[config.mk]
export PLATFORM = sky130hd
export DESIGN_NAME = cfr_pd_mp
export DESIGN_NICKNAME = d
export VERILOG_FILES = /design/src/rtl/cfr_pkg.sv /design/src/rtl/cfr_pd_max_tree.sv /design/src/rtl/cfr_pd_mp.sv
export SDC_FILE = /design/constraint.sdc
export NUM_CORES = 1
export LEC_CHECK = 0
export ABC_CLOCK_PERIOD_IN_PS = 3580
export CAP_MARGIN = 10
export CORE_MARGIN = 2
export CORE_UTILIZATION = 45
export DETAILED_ROUTE_END_ITERATION = 10
export PLACE_DENSITY = 0.67
export SYNTH_ARGS = -nofsm -noshare
export SYNTH_HDL_FRONTEND = slang
export SYNTH_HIERARCHICAL = 1
export SYNTH_SLANG_ARGS = --single-unit
export TNS_END_PERCENT = 50
[constraint.sdc]
create_clock -name clk -period 3.58 [get_ports clk]
set_clock_uncertainty 0.15 [all_clocks]
set_input_delay 0.716 -clock clk [delete_from_list [all_inputs] [get_ports clk]]
set_output_delay 0.716 -clock clk [all_outputs]
set_load 0.1 [all_outputs]
[src/rtl/cfr_pkg.sv]
// Shared types and helpers for the CFR peak detector.
package cfr_pkg;

    typedef enum logic [1:0] {
        S_IDLE  = 2'd0,
        S_RISE  = 2'd1,
        S_BLANK = 2'd2
    } pd_state_t;

    function automatic int lane_w(input int lanes);
        return (lanes <= 1) ? 1 : $clog2(lanes);
    endfunction

endpackage

[src/rtl/cfr_pd_max_tree.sv]
// Per-group lane maximum with lowest-index tie-break; result registered on en.
module cfr_pd_max_tree
    import cfr_pkg::*;
#(
    parameter int LANES = 2,
    parameter int DW    = 17,
    parameter int TW    = 8,
    parameter int LW    = lane_w(LANES)
) (
    input  logic                      clk,
    input  logic                      rst_n,
    input  logic                      en,
    input  logic [LANES-1:0][DW-1:0]  in_r,
    input  logic [LANES-1:0][TW-1:0]  in_theta,
    output logic [DW-1:0]             out_r,
    output logic [TW-1:0]             out_theta,
    output logic [LW-1:0]             out_lane
);

    logic [DW-1:0] best_r;
    logic [TW-1:0] best_t;
    logic [LW-1:0] best_l;

    // Strict '>' keeps the earliest lane on equal magnitudes.
    always_comb begin
        best_r = in_r[0];
        best_t = in_theta[0];
        best_l = '0;
        for (int i = 1; i < LANES; i++) begin
            if (in_r[i] > best_r) begin
                best_r = in_r[i];
                best_t = in_theta[i];
                best_l = LW'(i);
            end
        end
    end

    always_ff @(posedge clk or negedge rst_n) begin
        if (!rst_n) begin
            out_r     <= '0;
            out_theta <= '0;
            out_lane  <= '0;
        end else if (en) begin
            out_r     <= best_r;
            out_theta <= best_t;
            out_lane  <= best_l;
        end
    end

endmodule

[src/rtl/cfr_pd_mp.sv]
// Multi-lane CFR peak detector: local maxima over group maxima, with blanking.
module cfr_pd_mp
    import cfr_pkg::*;
#(
    parameter int ITERATIONS = 7,
    parameter int DATA_WIDTH = 16,
    parameter int LANES      = 2,
    parameter int CNT_WIDTH  = 16,
    localparam int LANE_W    = lane_w(LANES)
) (
    input  logic                                clk,
    input  logic                                rst_n,
    input  logic [LANES-1:0][DATA_WIDTH:0]      data_r,
    input  logic [LANES-1:0][ITERATIONS:0]      data_theta,
    input  logic                                data_valid,
    input  logic                                ctrl_enable,
    input  logic [DATA_WIDTH:0]                 ctrl_pd_threshold,
    input  logic [DATA_WIDTH:0]                 ctrl_clipping_threshold,
    input  logic [7:0]                          ctrl_min_spacing,
    output logic [DATA_WIDTH:0]                 peak_r,
    output logic [ITERATIONS:0]                 peak_theta,
    output logic [LANE_W-1:0]                   peak_lane,
    output logic [DATA_WIDTH:0]                 peak_excess,
    output logic                                peak_valid,
    output logic [CNT_WIDTH-1:0]                stat_peak_count,
    output logic [CNT_WIDTH-1:0]                stat_drop_count
);

    // nx = m[n+1] (tree output), cu = m[n] under test, pv_r = m[n-1]
    logic [DATA_WIDTH:0]  nx_r, cu_r, pv_r;
    logic [ITERATIONS:0]  nx_t, cu_t;
    logic [LANE_W-1:0]    nx_l, cu_l;

    cfr_pd_max_tree #(
        .LANES (LANES),
        .DW    (DATA_WIDTH + 1),
        .TW    (ITERATIONS + 1),
        .LW    (LANE_W)
    ) u_tree (
        .clk       (clk),
        .rst_n     (rst_n),
        .en        (data_valid),
        .in_r      (data_r),
        .in_theta  (data_theta),
        .out_r     (nx_r),
        .out_theta (nx_t),
        .out_lane  (nx_l)
    );

    pd_state_t           state, state_n;
    logic [7:0]          cnt, cnt_n;
    logic                rise, fall, cand, last, report, drop;
    logic [DATA_WIDTH:0] excess;

    assign rise   = (cu_r >= pv_r);
    assign fall   = (nx_r < cu_r);
    assign cand   = rise && fall && (cu_r >= ctrl_pd_threshold);
    // The group on which the blank counter hits zero is already open again.
    assign last   = (cnt <= 8'd1);
    assign report = cand && ((state != S_BLANK) || last);
    assign drop   = cand && (state == S_BLANK) && !last;
    assign excess = (cu_r > ctrl_clipping_threshold) ? (cu_r - ctrl_clipping_threshold) : '0;

    always_comb begin
        state_n = state;
        cnt_n   = cnt;
        if (state == S_BLANK && cnt != 8'd0)
            cnt_n = cnt - 8'd1;
        if (report) begin
            state_n = (ctrl_min_spacing != 8'd0) ? S_BLANK : S_IDLE;
            cnt_n   = ctrl_min_spacing;
        end else if (state == S_BLANK) begin
            if (last)
                state_n = S_IDLE;
        end else if (fall) begin
            state_n = S_IDLE;
        end else if (rise) begin
            state_n = S_RISE;
        end
    end

    always_ff @(posedge clk or negedge rst_n) begin
        if (!rst_n) begin
            cu_r            <= '0;
            cu_t            <= '0;
            cu_l            <= '0;
            pv_r            <= '0;
            state           <= S_IDLE;
            cnt             <= '0;
            peak_valid      <= 1'b0;
            peak_r          <= '0;
            peak_theta      <= '0;
            peak_lane       <= '0;
            peak_excess     <= '0;
            stat_peak_count <= '0;
            stat_drop_count <= '0;
        end else begin
            peak_valid  <= 1'b0;
            peak_r      <= '0;
            peak_theta  <= '0;
            peak_lane   <= '0;
            peak_excess <= '0;
            if (data_valid) begin
                cu_r <= nx_r;
                cu_t <= nx_t;
                cu_l <= nx_l;
                pv_r <= cu_r;
            end
            if (!ctrl_enable) begin
                state <= S_IDLE;
                cnt   <= '0;
            end else if (data_valid) begin
                state <= state_n;
                cnt   <= cnt_n;
                if (report) begin
                    peak_valid  <= 1'b1;
                    peak_r      <= cu_r;
                    peak_theta  <= cu_t;
                    peak_lane   <= cu_l;
                    peak_excess <= excess;
                    if (stat_peak_count != '1)
                        stat_peak_count <= stat_peak_count + CNT_WIDTH'(1);
                end
                if (drop && stat_drop_count != '1)
                    stat_drop_count <= stat_drop_count + CNT_WIDTH'(1);
            end
        end
    end

endmodule

---- Word-level counts from Yosys, hierarchy flattened ----
Cells that the tools add are included.
word-level totals
  register bits after elaboration ......... 155
  input bits .............................. 96
  output and inout port bits .............. 76
  logic and storage cells ................. 80
operators by class
  add/sub/neg operators ................... 4
  magnitude comparators ................... 6
  equal/unequal tests ..................... 8
  mux-type cells .......................... 31
  reduce and logical (&&, ||, !) cells .... 15
operators with widths
  cell                                                                               number
  17-bit 2-to-1 mux                                                                  8
  8-bit 2-to-1 mux                                                                   8
  17-bit >= comparator                                                               2
  17-bit greater-than comparator                                                     2
  16-bit by 1-bit adder with 16-bit output (second input constant)                   2
  16-bit inequality test (second input constant)                                     2
  17-bit < comparator                                                                1
  17-bit subtractor                                                                  1
  2-bit 2-to-1 mux                                                                   8
  8-bit nonzero test                                                                 2
  8-bit by 1-bit less-or-equal comparator with 1-bit output (second input constant)  1
  8-bit by 1-bit subtractor with 8-bit output (second input constant)                1
  1-bit logical AND                                                                  7
  1-bit 2-to-1 mux                                                                   7
  3-bit AND reduction                                                                2
  5-bit by 1-bit inequality test with 1-bit output (second input constant)           1
  2-bit inequality test (second input constant)                                      2
  4-bit inequality test (second input constant)                                      1
  4-bit AND reduction                                                                1
  3-bit by 1-bit inequality test with 1-bit output (second input constant)           1
  2-bit == test (second input constant)                                              1
  2-bit AND reduction                                                                1
  1-bit logical NOT                                                                  1
  1-bit logical OR                                                                   1

---- Depth between registers and ports, before layout ----
  depth after elaboration ................. 7
  depth in mapped cells ................... 12
  mapped depth without buffers ............ 12

---- Cells and area by module ----
The synthesis kept the hierarchy.
modules (own cells, without submodules)
  module           times used  cells an instance  area each (um^2)  sequential area each (um^2)
  cfr_pd_mp        1           757                7345.8            3228.1
  cfr_pd_max_tree  1           215                1861.8            650.6

---- Least setup slack after synthesis ----
No wires, ideal clock.
  path kind ............................... input-to-reg
  from .................................... input port ctrl_pd_threshold[4]
  to ...................................... register stat_peak_count[14]
  library setup time ...................... 0.128 ns
  data arrival time ....................... 2.837 ns
  data required time ...................... 3.302 ns
  setup slack ............................. 0.465 ns
  cell stages on the path ................. 12
  buffers on the path ..................... 2
  cells stage by stage .................... inv_1 > ha_1 > or4_1 > a21oi_1 > o41a_1 > a21oi_1 > o31a_1 > buf_6 > and2_0 > buf_2 > nand4_1 > mux2_1
on the way
  longest elaborated chain between the ends .. 4
ends and longest elaborated chain
  what                                  RTL line          text
  start: declaration                    cfr_pd_mp.sv:17   input logic [DATA_WIDTH:0] ctrl_pd_threshold,
  17-bit >= comparator                  cfr_pd_mp.sv:57   assign cand = rise && fall && (cu_r >= ctrl_pd_threshold);
  1-bit logical AND                     cfr_pd_mp.sv:57
  1-bit logical AND                     cfr_pd_mp.sv:60   assign report = cand && ((state != S_BLANK) || last);
  4-bit AND reduction (no source line)  --
  end signal: assignment                cfr_pd_mp.sv:122  stat_peak_count <= stat_peak_count + CNT_WIDTH'(1);
  end: declaration                      cfr_pd_mp.sv:25   output logic [CNT_WIDTH-1:0] stat_peak_count,
No other way between the ends.
A chain may end at the register's enable or synchronous reset.

---- Final worst setup path ----
  from .................................... input port ctrl_pd_threshold[11]
  to ...................................... register stat_drop_count[14]
on the way
  longest elaborated chain between the ends .. 6
ends and longest elaborated chain
  what                                  RTL line          text
  17-bit >= comparator                  cfr_pd_mp.sv:57
  1-bit logical AND                     cfr_pd_mp.sv:57
  1-bit logical AND (2 in series)       cfr_pd_mp.sv:61   assign drop = cand && (state == S_BLANK) && !last;
  1-bit logical AND                     cfr_pd_mp.sv:124  if (drop && stat_drop_count != '1)
  3-bit AND reduction (no source line)  --
  end signal: assignment                cfr_pd_mp.sv:125  stat_drop_count <= stat_drop_count + CNT_WIDTH'(1);
  end: declaration                      cfr_pd_mp.sv:26   output logic [CNT_WIDTH-1:0] stat_drop_count
No other way between the ends.

==> results by stage <==
Finish:
- For this run, the share of the core covered by cells in the final layout is 59.2%.
- In the final design database the tool counted 1,351 nets.
- The most frequent standard cell in the layout excluding fill and tap cells is sky130_fd_sc_hd__dfrtp_1.
- The layout-stage area growth over the synthesis result is 29.7%.
- The finished cells cover 11,900 sq um.
- The proportion of layout cells with a drive suffix above 1 is 13.6%.
- The antenna diode count is 0.
- Leaving out fill and tap cells, the most frequent cells in the layout are sky130_fd_sc_hd__dfrtp_1 (155), sky130_fd_sc_hd__clkdlybuf4s50_1 (126), sky130_fd_sc_hd__inv_1 (119).
- Fill cells in the final layout number 1,732.

CTS:
- The clock transition at the registers of the reported paths is 0.07 ns.
- The root buffer cell chosen for the clock tree is sky130_fd_sc_hd__clkbuf_16.
- The quantity of gates resized following cts is 0.
- The H-tree generated during clock tree synthesis spans 4 levels.
- The clock sink count is 155.
- After clock tree synthesis, the setup repair step added 0 buffers.
- The clock reaches the later pin of the worst-skew pair after 0.42 ns.
- The CTS tree is built.
- Counting the buffers created by CTS gives 17.
- Counting along the longest clock path gives a buffer depth of 2.
- In this run, post-CTS hold repair placed 0 buffers.

Critical path:
- At the worst endpoint, the required time is 3.78 ns.
- The worst setup path is launched from an input port.
- The maximum fanout along the worst path is 11.
- The data arrival time of the worst path is 3.54 ns.
- The worst setup path is of the in -> reg kind.
- The kind of end point of the critical path is a register.

Synth:
- Yosys mapped the design onto 68 distinct sky130hd cell types.
- The mean cell area of the mapped netlist is 9.47 sq um.
- The number of nets handed over by synthesis was 1,157.
- The warning count from the yosys run is 6.
- The number of instances in the synthesized netlist is 972.
- Counting flops with a built-in enable in the synthesized netlist gives 0.
- For this run, the leading register cell type out of synthesis is sky130_fd_sc_hd__dfrtp_1.
- Sequential cells were found to cover 42.1% of the synthesized design area.
- The mapped netlist covers 9210 sq um.
- The share of flip-flops with an asynchronous set or reset is 100%.
- The number of synthesized register bits is 155.

Status:
- The flow ran to the end, and the final reports show no timing, DRC or antenna violations.

Placement:
- Routability-driven placement finished with a final weighted congestion of 0.887.
- The total cell area at the placement stage is 11,300 sq um.
- The HPWL after detailed placement is 17.0 mm.
- The number of input and output port buffers inserted is 171.

Detailed routing:
- In the routed design, unresolved DRC markers number 0.
- After detailed routing, the average wire length per cell comes to 15.6 microns.
- Routed signal wires occupy layers up through met4.
- The count of nets left with antenna violations once routing finished came out at 0.
- The detailed route wirelength on metal2 is 9.87 mm.
- After the first detailed-routing iteration, the DRC count stood at 330.
- The first detailed-routing pass ran for 4 iterations.
- The length of routed wiring on met1 is 11.1 mm.
- Dividing the detail-routed via count by the number of cells gives 5.26.
- The total length of routed wires is 22.6 mm.
- In the detailed route, the total length drawn on met3 is 1.23 mm.
- The via count of the routed design is 7,624.

Timing:
- At the pin with the least slew margin, the transition time is 0.996 ns.
- After layout, the worst path uses 93.3% of the clock period.
- The final max-slew violation count is 0.
- The number of hold violations in the final report is 0.
- The worst pin sits at a relative slew slack of 33.4%.
- The final sum of negative setup slack is 0 ns.
- Setup repair after global routing left no endpoint under its margin.
- Setup violations remaining at the end of the flow were counted as 0.
- The minimum clock period is 3.34 ns.
- The maximum frequency from static timing analysis is 299 MHz.

Pwr:
- The switching power of the nets is 1920 uW.
- The share of total power consumed by net switching is 34.4%.
- VDD sags by at most 0.346 mV.
- Sequential cells account for 37.0% of the total power.
- Combinational logic is responsible for 29.8% of the overall power.
- The leakage component of the power is 0.00593 uW.
- Per report_power, the clock group accounts for 33.2% of the total.
- In this run the power density over the cells is 466 nW/um^2.
- The cell-internal power is 3650 uW.

Die:
- The count of boundary I/O pins is 172.
- The area of the die is 21,600 sq um.
- The total area inside the core boundary comes to 20,200 sq um.
- Measured along the y axis, the die boundary spans 147 microns.
- The site row count is 52.
- The x dimension of the die is 147 microns.
- Once the floorplan was initialized, standard cells occupied 45.7% of the core.

Worst hold path:
- The worst hold path belongs to the class in -> async.

Global routing:
- Entering global routing, the biggest net connects 133 pins.
- The total global-route track usage is 21.4%.
- The number of global-route vias before repair is 7,466.
- The total overflow left after global routing is 0.
- The initial antenna violation count is 0.
- The first global-routing pass estimated 37.5 mm of wire.

Flow run:
- The tool flagged a number of max-cap violations equal to 0.
-- cell usage after synthesis, drive strengths merged, types with 5 or more instances --
master   number  area (sq um)
a211oi        6          50.1
a21o         12          90.1
a21oi        47           243
a221o        15           150
a31oi         5          46.3
and2         12          75.1
and3         33           208
buf          18           120
clkbuf       19          71.3
dfrtp       155          3880
ha           88          1100
inv         119           447
mux2         14           158
mux2i         8          80.1
nand2        96           363
nand2b       19           119
nand3        31           160
nand4        15           109
nor2         43           166
nor2b         5          33.8
nor3         19           115
nor4         13          93.8
o2111ai      11          96.3
o21a          5          37.5
o21ai        61           309
o22ai        19           119
or3           5          31.3
xnor2        15           131
xor2         22           193
-- power groups by stage --
| stage | Combinational [uW] | Clock [uW] | Sequential [uW] |
|---|---|---|---|
| 4_1_cts | 1660 | 1890 | 2060 |
| 6_report | 1660 | 1850 | 2060 |
| 2_1_floorplan | 979 | 0 | 2200 |
| 5_1_grt | 1860 | 1970 | 2080 |
| 3_5_place_dp | 1650 | 0 | 2090 |
| 3_3_place_gp | 1620 | 0 | 2090 |
-- per-stage QoR --
step / std cells / power [uW] / setup slack, ns / hold WS, ns
final: 1449 / 5570 / 0.239 / 0.0935
after global routing: 1449 / 5910 / 0.0656 / 0.134
after CTS: 1449 / 5610 / 0.212 / 0.106
after detailed placement: 1417 / 3740 / -0.229 / 0.337
after global placement: 1417 / 3710 / -0.131 / 0.331
after floorplan: 972 / 3180 / 0.465 / 0.270
-- logic make-up after synthesis --
kind of cell / synth area share (%)
compound gates: 15.4
simple gates: 17.2
flops: 42.1
xor+xnor: 3.52
buf+inv: 6.93
mux: 2.58
fa+ha+maj: 12.2
-- layer usage --
| metal | up-vias | GRT usage [%] |
|---|---|---|
| met3 | 23 | 4.16 |
| li1 | 3792 | - |
| met1 | 3586 | 31.1 |
| met5 | - | 0 |
| met2 | 223 | 32.6 |
| met4 | 0 | 6.78 |
-- state kept, by name (all words and copies together) (netlist names), 2 cells and up --
signal / cells
u_tree/out_r: 17
peak_excess: 17
cu_r: 17
u_tree/out_theta: 8
stat_peak_count: 16
cnt: 8
pv_r: 17
peak_r: 17
cu_t: 8
stat_drop_count: 16
peak_theta: 8
state: 2
-- layout make-up --
cell class                 count  area, sq um  share of cell area (%)
clock buffer                  18          439                    3.68
clock inverter                14          166                    1.39
inverter                     119          447                    3.74
multi-input combinational    661         4700                    39.3
sequential                   155         3880                    32.5
tap                          270          338                    2.83
timing repair buffer         212         1970                    16.5
-- worst max-delay path, cell delays in order --
cell                              delay, ns
sky130_fd_sc_hd__clkdlybuf4s50_1       0.45
sky130_fd_sc_hd__inv_1                 0.04
sky130_fd_sc_hd__ha_1                  0.28
sky130_fd_sc_hd__and4_1                0.30
sky130_fd_sc_hd__o31ai_1               0.10
sky130_fd_sc_hd__o41a_1                0.31
sky130_fd_sc_hd__a21oi_1               0.16
sky130_fd_sc_hd__o31a_1                0.24
sky130_fd_sc_hd__buf_12                0.15
sky130_fd_sc_hd__nand4_4               0.18
sky130_fd_sc_hd__buf_4                 0.20
sky130_fd_sc_hd__nor4_1                0.23
sky130_fd_sc_hd__xor2_1                0.19
-- final timing paths --
| check | start | cells after the start | slack (ns) | endpoint |
|---|---|---|---|---|
| setup / recovery | ctrl_pd_threshold[11] | 13 | 0.24 | stat_drop_count[14] |
| hold / removal | rst_n | 1 | 0.09 | peak_excess[11] |
| setup reg to reg | cu_r[5] | 12 | 0.32 | peak_excess[6] |
| hold reg to reg | stat_drop_count[12] | 1 | 0.35 | stat_drop_count[12] |
| max in group asynchronous | rst_n | 2 | 2.49 | stat_drop_count[14] |
| min in group clk | stat_drop_count[12] | 1 | 0.35 | stat_drop_count[12] |
No activity file was read; power rests on OpenSTA's default activity.
